### src/rtl/router_sync_if.sv
// router_sync_if
//   Bundles the signals between the router FSM / FIFO bank / destinations
//   and the router_sync steering stage.
//   Optional macro: ROUTER_SYNC_ADDR_ERR_EN adds the addr_err status bit.
//
//   Signals (direction as seen by router_sync, modport slave):
//     detect_add        in   header-decode strobe, latches data_in
//     data_in[1:0]      in   header destination address
//     write_enb_reg     in   FSM write request for the current byte
//     read_enb_0..2     in   destination read strobes
//     empty_0..2        in   FIFO empty flags
//     full_0..2         in   FIFO full flags
//     write_enb[2:0]    out  one-hot FIFO write enables
//     fifo_full         out  full flag of the addressed FIFO
//     vld_out_0..2      out  data-available to destinations
//     soft_reset_0..2   out  one-cycle FIFO flush pulses
//     addr_err          out  (macro only) last latched address was 2'b11
interface router_sync_if;
  logic       detect_add;
  logic [1:0] data_in;
  logic       write_enb_reg;
  logic       read_enb_0, read_enb_1, read_enb_2;
  logic       empty_0, empty_1, empty_2;
  logic       full_0, full_1, full_2;
  logic [2:0] write_enb;
  logic       fifo_full;
  logic       vld_out_0, vld_out_1, vld_out_2;
  logic       soft_reset_0, soft_reset_1, soft_reset_2;
`ifdef ROUTER_SYNC_ADDR_ERR_EN
  logic       addr_err;
`endif

  // Driver side: FSM, FIFO bank and destinations together.
  modport master (
    output detect_add, data_in, write_enb_reg,
    output read_enb_0, read_enb_1, read_enb_2,
    output empty_0, empty_1, empty_2,
    output full_0, full_1, full_2,
    input  write_enb, fifo_full,
    input  vld_out_0, vld_out_1, vld_out_2,
    input  soft_reset_0, soft_reset_1, soft_reset_2
`ifdef ROUTER_SYNC_ADDR_ERR_EN
    , input addr_err
`endif
  );

  modport slave (
    input  detect_add, data_in, write_enb_reg,
    input  read_enb_0, read_enb_1, read_enb_2,
    input  empty_0, empty_1, empty_2,
    input  full_0, full_1, full_2,
    output write_enb, fifo_full,
    output vld_out_0, vld_out_1, vld_out_2,
    output soft_reset_0, soft_reset_1, soft_reset_2
`ifdef ROUTER_SYNC_ADDR_ERR_EN
    , output addr_err
`endif
  );
endinterface

### src/rtl/router_sync.sv
// router_sync
//   Steering stage between the router FSM and the three output FIFOs.
//   Latches the header destination address, steers the FSM write strobe
//   to one FIFO, returns that FIFO's full flag, produces per-port valid
//   flags and runs a per-port read-timeout watchdog that pulses a flush.
//   Optional macro: ROUTER_SYNC_ADDR_ERR_EN -- flags address 2'b11 on
//   addr_err and stalls the FSM (fifo_full=1) instead of dropping bytes.
//
//   Ports:
//     clock  in   rising-edge clock
//     reset  in   synchronous reset, active-high, highest priority
//     bus    slave modport of router_sync_if (see that file)
//   Parameters:
//     TIMEOUT  consecutive unread-valid cycles before flush (2..63)
//     CNT_W    watchdog counter width, 2**CNT_W > TIMEOUT
module router_sync #(
  parameter int TIMEOUT = 30,
  parameter int CNT_W   = 6
) (
  input  logic          clock,
  input  logic          reset,
  router_sync_if.slave  bus
);

  localparam logic [CNT_W-1:0] LP_TC = CNT_W'(TIMEOUT - 1);

  logic [1:0]       r_addr;
  logic [CNT_W-1:0] r_cnt [3];
  logic [2:0]       r_soft_reset;

  logic [2:0] w_vld;
  logic [2:0] w_read;
  logic [2:0] w_full;
  logic [2:0] w_write_enb;
  logic       w_fifo_full;

  assign w_vld  = ~{bus.empty_2, bus.empty_1, bus.empty_0};
  assign w_read = {bus.read_enb_2, bus.read_enb_1, bus.read_enb_0};
  assign w_full = {bus.full_2, bus.full_1, bus.full_0};

  always_ff @(posedge clock) begin
    if (reset)
      r_addr <= 2'b00;
    else if (bus.detect_add)
      r_addr <= bus.data_in;
  end

`ifdef ROUTER_SYNC_ADDR_ERR_EN
  logic r_addr_err;

  always_ff @(posedge clock) begin
    if (reset)
      r_addr_err <= 1'b0;
    else if (bus.detect_add)
      r_addr_err <= (bus.data_in == 2'b11);
  end

  assign bus.addr_err = r_addr_err;
`endif

  // Steering uses the registered address, so a detect_add cycle that also
  // carries a write still goes to the previous destination.
  always_comb begin
    w_write_enb = 3'b000;
    w_fifo_full = 1'b0;
    case (r_addr)
      2'b00: begin
        w_write_enb = {2'b00, bus.write_enb_reg};
        w_fifo_full = w_full[0];
      end
      2'b01: begin
        w_write_enb = {1'b0, bus.write_enb_reg, 1'b0};
        w_fifo_full = w_full[1];
      end
      2'b10: begin
        w_write_enb = {bus.write_enb_reg, 2'b00};
        w_fifo_full = w_full[2];
      end
      default: begin
`ifdef ROUTER_SYNC_ADDR_ERR_EN
        // Hold the FSM off rather than silently discarding the packet.
        w_fifo_full = 1'b1;
`else
        w_fifo_full = 1'b0;
`endif
      end
    endcase
  end

  // Watchdog: a read or an empty FIFO restarts the count; reaching the
  // terminal count fires one flush pulse and starts a fresh window.
  always_ff @(posedge clock) begin
    for (int n = 0; n < 3; n++) begin
      if (reset || !w_vld[n] || w_read[n]) begin
        r_cnt[n]        <= '0;
        r_soft_reset[n] <= 1'b0;
      end else if (r_cnt[n] == LP_TC) begin
        r_cnt[n]        <= '0;
        r_soft_reset[n] <= 1'b1;
      end else begin
        r_cnt[n]        <= r_cnt[n] + 1'b1;
        r_soft_reset[n] <= 1'b0;
      end
    end
  end

  assign bus.write_enb    = w_write_enb;
  assign bus.fifo_full    = w_fifo_full;
  assign bus.vld_out_0    = w_vld[0];
  assign bus.vld_out_1    = w_vld[1];
  assign bus.vld_out_2    = w_vld[2];
  assign bus.soft_reset_0 = r_soft_reset[0];
  assign bus.soft_reset_1 = r_soft_reset[1];
  assign bus.soft_reset_2 = r_soft_reset[2];

endmodule

### src/flat_wrapper.sv
// flat-port wrapper written by rule: the top's interface ports become plain ports
module router_sync_flat 
#(
  parameter int TIMEOUT = 30,
  parameter int CNT_W   = 6
)
  (clock, reset, bus_detect_add, bus_data_in, bus_write_enb_reg, bus_read_enb_0, bus_read_enb_1, bus_read_enb_2, bus_empty_0, bus_empty_1, bus_empty_2, bus_full_0, bus_full_1, bus_full_2, bus_write_enb, bus_fifo_full, bus_vld_out_0, bus_vld_out_1, bus_vld_out_2, bus_soft_reset_0, bus_soft_reset_1, bus_soft_reset_2);
  router_sync_if bus_i ();
  input  logic clock;
  input  logic reset;
  input wire logic [$bits(bus_i.detect_add)-1:0] bus_detect_add;
  input wire logic [$bits(bus_i.data_in)-1:0] bus_data_in;
  input wire logic [$bits(bus_i.write_enb_reg)-1:0] bus_write_enb_reg;
  input wire logic [$bits(bus_i.read_enb_0)-1:0] bus_read_enb_0;
  input wire logic [$bits(bus_i.read_enb_1)-1:0] bus_read_enb_1;
  input wire logic [$bits(bus_i.read_enb_2)-1:0] bus_read_enb_2;
  input wire logic [$bits(bus_i.empty_0)-1:0] bus_empty_0;
  input wire logic [$bits(bus_i.empty_1)-1:0] bus_empty_1;
  input wire logic [$bits(bus_i.empty_2)-1:0] bus_empty_2;
  input wire logic [$bits(bus_i.full_0)-1:0] bus_full_0;
  input wire logic [$bits(bus_i.full_1)-1:0] bus_full_1;
  input wire logic [$bits(bus_i.full_2)-1:0] bus_full_2;
  output wire logic [$bits(bus_i.write_enb)-1:0] bus_write_enb;
  output wire logic [$bits(bus_i.fifo_full)-1:0] bus_fifo_full;
  output wire logic [$bits(bus_i.vld_out_0)-1:0] bus_vld_out_0;
  output wire logic [$bits(bus_i.vld_out_1)-1:0] bus_vld_out_1;
  output wire logic [$bits(bus_i.vld_out_2)-1:0] bus_vld_out_2;
  output wire logic [$bits(bus_i.soft_reset_0)-1:0] bus_soft_reset_0;
  output wire logic [$bits(bus_i.soft_reset_1)-1:0] bus_soft_reset_1;
  output wire logic [$bits(bus_i.soft_reset_2)-1:0] bus_soft_reset_2;
  assign bus_i.detect_add = bus_detect_add;
  assign bus_i.data_in = bus_data_in;
  assign bus_i.write_enb_reg = bus_write_enb_reg;
  assign bus_i.read_enb_0 = bus_read_enb_0;
  assign bus_i.read_enb_1 = bus_read_enb_1;
  assign bus_i.read_enb_2 = bus_read_enb_2;
  assign bus_i.empty_0 = bus_empty_0;
  assign bus_i.empty_1 = bus_empty_1;
  assign bus_i.empty_2 = bus_empty_2;
  assign bus_i.full_0 = bus_full_0;
  assign bus_i.full_1 = bus_full_1;
  assign bus_i.full_2 = bus_full_2;
  assign bus_write_enb = bus_i.write_enb;
  assign bus_fifo_full = bus_i.fifo_full;
  assign bus_vld_out_0 = bus_i.vld_out_0;
  assign bus_vld_out_1 = bus_i.vld_out_1;
  assign bus_vld_out_2 = bus_i.vld_out_2;
  assign bus_soft_reset_0 = bus_i.soft_reset_0;
  assign bus_soft_reset_1 = bus_i.soft_reset_1;
  assign bus_soft_reset_2 = bus_i.soft_reset_2;
  router_sync #(.TIMEOUT(TIMEOUT), .CNT_W(CNT_W)) u_core (.clock(clock), .reset(reset), .bus(bus_i));
endmodule
### config.mk
export PLATFORM = sky130hd
export DESIGN_NAME = router_sync_flat
export DESIGN_NICKNAME = d
export VERILOG_FILES = /design/src/rtl/router_sync_if.sv /design/src/rtl/router_sync.sv /design/src/flat_wrapper.sv
export SDC_FILE = /design/constraint.sdc
export NUM_CORES = 1
export LEC_CHECK = 0
export ABC_AREA = 1
export BUFFER_PORTS_ARGS = -buffer_cell sky130_fd_sc_hd__buf_2
export CORE_MARGIN = 10
export CORE_UTILIZATION = 40
export DETAILED_ROUTE_END_ITERATION = 12
export GPL_ROUTABILITY_DRIVEN = 0
export PLACE_DENSITY = 0.67
export SLEW_MARGIN = 25
export SYNTH_ARGS = -nofsm -noshare
export SYNTH_HDL_FRONTEND = slang
export SYNTH_SLANG_ARGS = --single-unit
### constraint.sdc
create_clock -name clock -period 1.5 [get_ports clock]
set_clock_uncertainty 0.15 [all_clocks]
set_input_delay 0.15 -clock clock [delete_from_list [all_inputs] [get_ports clock]]
set_output_delay 0.15 -clock clock [all_outputs]
set_load 0.02 [all_outputs]
# Word level (Yosys, flattened, before mapping)
# Memory sizes are Yosys's and may differ from the RTL's.
# Cells that the tools add are included.
[word_totals]
register_bits = 5
ram_bits = 18
in_bits = 15
output_inout_bits = 10
wordCells = 60
memories = 1
[classes]
addsub = 3
eq_ne = 5
muxes = 32
n_bitwise = 7
reduce_logical = 10
[mem_list]
columns = ["memory", "words", "width", "read_ports", "rd_clocked_by_memory_dff", "write_ports", "line_no", "text"]
rows = [
  ["u_core.r_cnt", 3, 6, 3, 0, 3, "router_sync.sv:28", "logic [CNT_W-1:0] r_cnt [3];"],
]
[op_table]
columns = ["cell", "count"]
rows = [
  ["6-bit two-way mux", 6],
  ["1-bit two-way mux", 24],
  ["6-bit by 1-bit adder with 6-bit output (second input constant)", 3],
  ["6-bit by 5-bit equality test with 1-bit output (second input constant)", 3],
  ["3-bit case mux with 3 select lines", 1],
  ["1-bit logical OR", 6],
  ["1-bit bitwise OR", 6],
  ["1-bit logical NOT", 3],
  ["3-bit NOT", 1],
  ["1-bit case mux with 3 select lines", 1],
  ["2-bit by 1-bit equality test with 1-bit output (second input constant)", 1],
  ["2-bit equality test (second input constant)", 1],
  ["2-bit logical NOT", 1],
]

# Depth between registers and ports, before layout
[logic_depth]
depth_word = 8
ltp_mapped = 5
depth_no_buf = 5

# Worst setup path before layout
# Ideal clock, no wire load.
[synth_timing]
path_type = "reg-to-reg"
start = "mem u_core.r_cnt[0][0]"
end = "mem u_core.r_cnt[0][2] (data pin)"
setup_time_ns = 0.256
t_arrival_ns = 0.914
required_time_ns = 1.094
setup_slack_ns = 0.180
stages_incl_launch_ff = 4
n_path_buf = 0
period_less_slack_ns = 1.320
cell_sequence = "edfxtp_1 ha_1 xnor2_1 nor2_2"
[synth_rtl]
columns = ["element", "line_no"]
rows = [
  ["start: declaration", "router_sync.sv:28"],
]

# Worst setup path in the final report
[layout_timing]
start = "reg u_core.r_addr[1]"
end = "out bus_write_enb[2]"
[layout_via]
elab_chain_cells = 2
elab_cells_between_ends = 4
classes_between = "eq/ne: 2; mux: 1; reduce/logical: 1"
[layout_rtl]
columns = ["element", "line_no", "text"]
rows = [
  ["start: declaration", "router_sync.sv:27", "logic [1:0] r_addr;"],
  ["start signal: assignment", "router_sync.sv:45", "r_addr <= bus.data_in;"],
  ["2-bit equality test, or another cell as far along", "router_sync.sv:66", "case (r_addr)"],
  ["3-bit case mux with 3 select lines *", "router_sync.sv:66", ""],
  ["end: declaration", "flat_wrapper.sv:23", "output wire logic [$bits(bus_i.write_enb)-1:0] bus_write_enb;"],
]
# Mark *: on every way between the ends. The rest lies on a longest branch, timed or not.

==> impl_metrics.py <==
metrics = {
    "power": {
        "leakagePower_nw": 0.7266,
        "p_per_area_nw_per_um2": 703.6,
        "ir_drop_uv": 632.9,
        "finalPower_mw": 1.232,
    },
    "setup_path": {
        "ff2ff_path_depth": 3,
        "worstPathRequired_ps": 1200,
        "worst_setup_path_end_kind": "primary output",
        "cpPeakStageDelay_ps": 390,
        "path_max_fanout": 4,
        "r2r_setup_slack_ps": 110,
        "crit_path_top_delay_cell": "dfxtp_2",
        "crit_chain": "inv_1 -> nor3_1 -> buf_2",
        "timing_worst_setup_path_type": "reg2out",
        "crit_arrival_ps": 1140,
        "startpoint_type": "register",
    },
    "timing": {
        "rsz0062_at_grt": "false",
        "period_minus_slack_ps": 1437,
        "period_share_pct": 95.78,
        "setup_tns_ps": 0,
        "slew_violations": 0,
        "fmax_mhz": 696.0,
        "hold_viol_final": 0,
        "setup_viol": 0,
    },
    "drt": {
        "route.met3.wl_um": 110,
        "ant_nets": 0,
        "highest_layer": "met4",
        "drt_first_iter_violations": 50,
        "num_vias": 1012,
        "routedWlPerCell_um": 11.14,
        "drcViolationCount": 0,
        "finalWirelength_um": 2629,
        "dr.pass1.iters": 4,
        "vias_per_cell": 4.288,
        "met2_length_um": 1404,
        "m1WireLength_um": 1095,
    },
    "clock_tree": {
        "htree_levels": 1,
        "cts-buffers-inserted": 3,
        "clock-root-buffer": "clkbuf_4",
        "cts_tree": "done",
        "cts_sinks": 23,
        "clock_path_buffers": 2,
        "clk_latency_ps": 310,
        "clk_pin_slew_ps": 130,
        "cts_setup_buffers": 0,
    },
    "logic_synthesis": {
        "syn_area_um2": 1375,
        "avgSynthCellArea_um2": 10.19,
        "synth_cell_types": 23,
        "yosysSeqAreaShare_pct": 46.59,
        "synth-seq-cells": 23,
        "synth_cells": 135,
        "synth_warnings": 0,
    },
    "layout": {
        "postLayoutCellArea_um2": 1752,
        "drive_gt1_share_pct": 40.00,
        "area_growth_syn_to_layout_pct": 27.39,
        "final_core_util_pct": 52.49,
        "fillers": 320,
        "mostFrequentLayoutCells": "buf_2 (24), edfxtp_1 (18), conb_1 (18), inv_1 (14), nand3_1 (14)",
        "antennaDiodeCount": 0,
        "final_common_cell": "buf_2",
        "nets": 212,
    },
    "min_path": {
        "hold_path.class": "reg2reg",
        "hold_depth": 2,
    },
    "outcome": {
        "status": "complete, no violations",
    },
    "global_routing": {
        "grt_pass1_vias": 1022,
        "grt_overflow": 0,
        "grt_usage_pct": 9.057,
        "grt_max_degree": 14,
        "grt_pass1_wl_um": 4519,
        "antenna_found_initial": 0,
    },
    "die": {
        "num_rows": 21,
        "die-area_um2": 6183,
        "dieHeight_um": 78.63,
        "core_um2": 3337,
        "num_io_pins": 25,
        "start_util_pct": 41.21,
        "die_w_um": 78.63,
    },
    "placement": {
        "numPortBuffers": 24,
        "hpwl_um": 2027,
        "place_area_um2": 1617,
    },
    "run": {
        "maxCapViolations": 0,
    },
}
==> critical path: cells and delay by family, from the launching register on <==
| kind | cells | cell delay [ps] |
|---|---|---|
| flip-flops | 1 | 390 |
| AND/OR/NAND/NOR | 1 | 170 |
| buffers and inverters | 2 | 270 |
==> synth_stat cells <==
cell type  instances  area (µm²)
dfxtp_1            5       100.1
edfxtp_1          18       540.5
nor2_1             3       11.26
inv_2              6       22.52
inv_1             15       56.30
xnor2_1            3       26.28
xor2_1             3       26.28
ha_1               6       75.07
nand3_4            3       52.55
nand2_1           13       48.80
nor2_2            13       81.33
nor3_2             3       30.03
nor2_4             5       56.30
clkinv_2           1       5.000
conb_1             1       3.750
nand2_2            4       25.02
o21ai_0            2       10.01
a21oi_2            6       52.55
nand2_4            3       33.78
o21bai_1           3       22.52
nor3_1             3       15.01
nand3_1           14       70.07
a21oi_1            2       10.01
==> power breakdown <==
group | leakage [nW] | internal, mW | total [mW] | switching (mW)
Combinational | 0.482 | 0.0813 | 0.195 | 0.113
Clock | 0.0177 | 0.0996 | 0.292 | 0.192
Sequential | 0.227 | 0.717 | 0.746 | 0.0296
==> area by class of cell <==
class                      instances  area [µm²]  share of cell area [%]
multi-input combinational        107       719.4                   41.07
sequential                        23       643.1                   36.71
timing repair buffer              34       220.2                   12.57
inverter                          22       83.83                   4.786
tap                               46       57.56                   3.286
clock buffer                       3       22.52                   1.286
clock inverter                     1       5.005                  0.2857
==> kinds of logic after synthesis <==
group	synth area share (%)
buffers and inverters	6.096
AND/OR/NAND/NOR	30.85
XOR/XNOR	3.822
flip-flops	46.59
adder cells (fa/ha/maj)	5.459
AO/OA/AOI/OAI	6.915
other	0.2727
==> worst paths after layout <==
kind / start / endpoint
setup / recovery: u_core.r_addr[1] / bus_write_enb[2]
hold / removal: u_core.r_addr[0] / u_core.r_addr[0]
setup reg to reg: u_core.r_cnt[0][0] / u_core.r_cnt[0][2]
hold reg to reg: u_core.r_addr[0] / u_core.r_addr[0]
==> metrics by stage <==
step | hold WS [ps] | instances | worst slack [ps]
after CTS | 398.3 | 236 | 28.51
after global placement | 211.3 | 222 | 143.9
final | 389.6 | 236 | 63.31
after detailed placement | 218.0 | 222 | 110.9
after global routing | 389.8 | 236 | 12.90
after floorplan | 69.17 | 152 | 180.2
==> layer usage <==
layer,track usage [%],up-vias
li1,-,535
met1,8.861,461
met2,17.68,14
met3,3.417,2
met4,1.613,0
met5,0,-
==> registers in the layout (all words and copies together) (netlist names) <==
| register | flops |
|---|---|
| u_core.r_addr | 2 |
| u_core.r_cnt | 18 |
| u_core.r_soft_reset | 3 |
==> timing repair <==
action,4_1_cts,5_1_grt
hold endpoints to repair,5,0
setup endpoints to repair,1,3
gates cloned,0,0
hold buffers,10,0
gates resized for setup,1,3
Power figures use the tool's default switching activity.
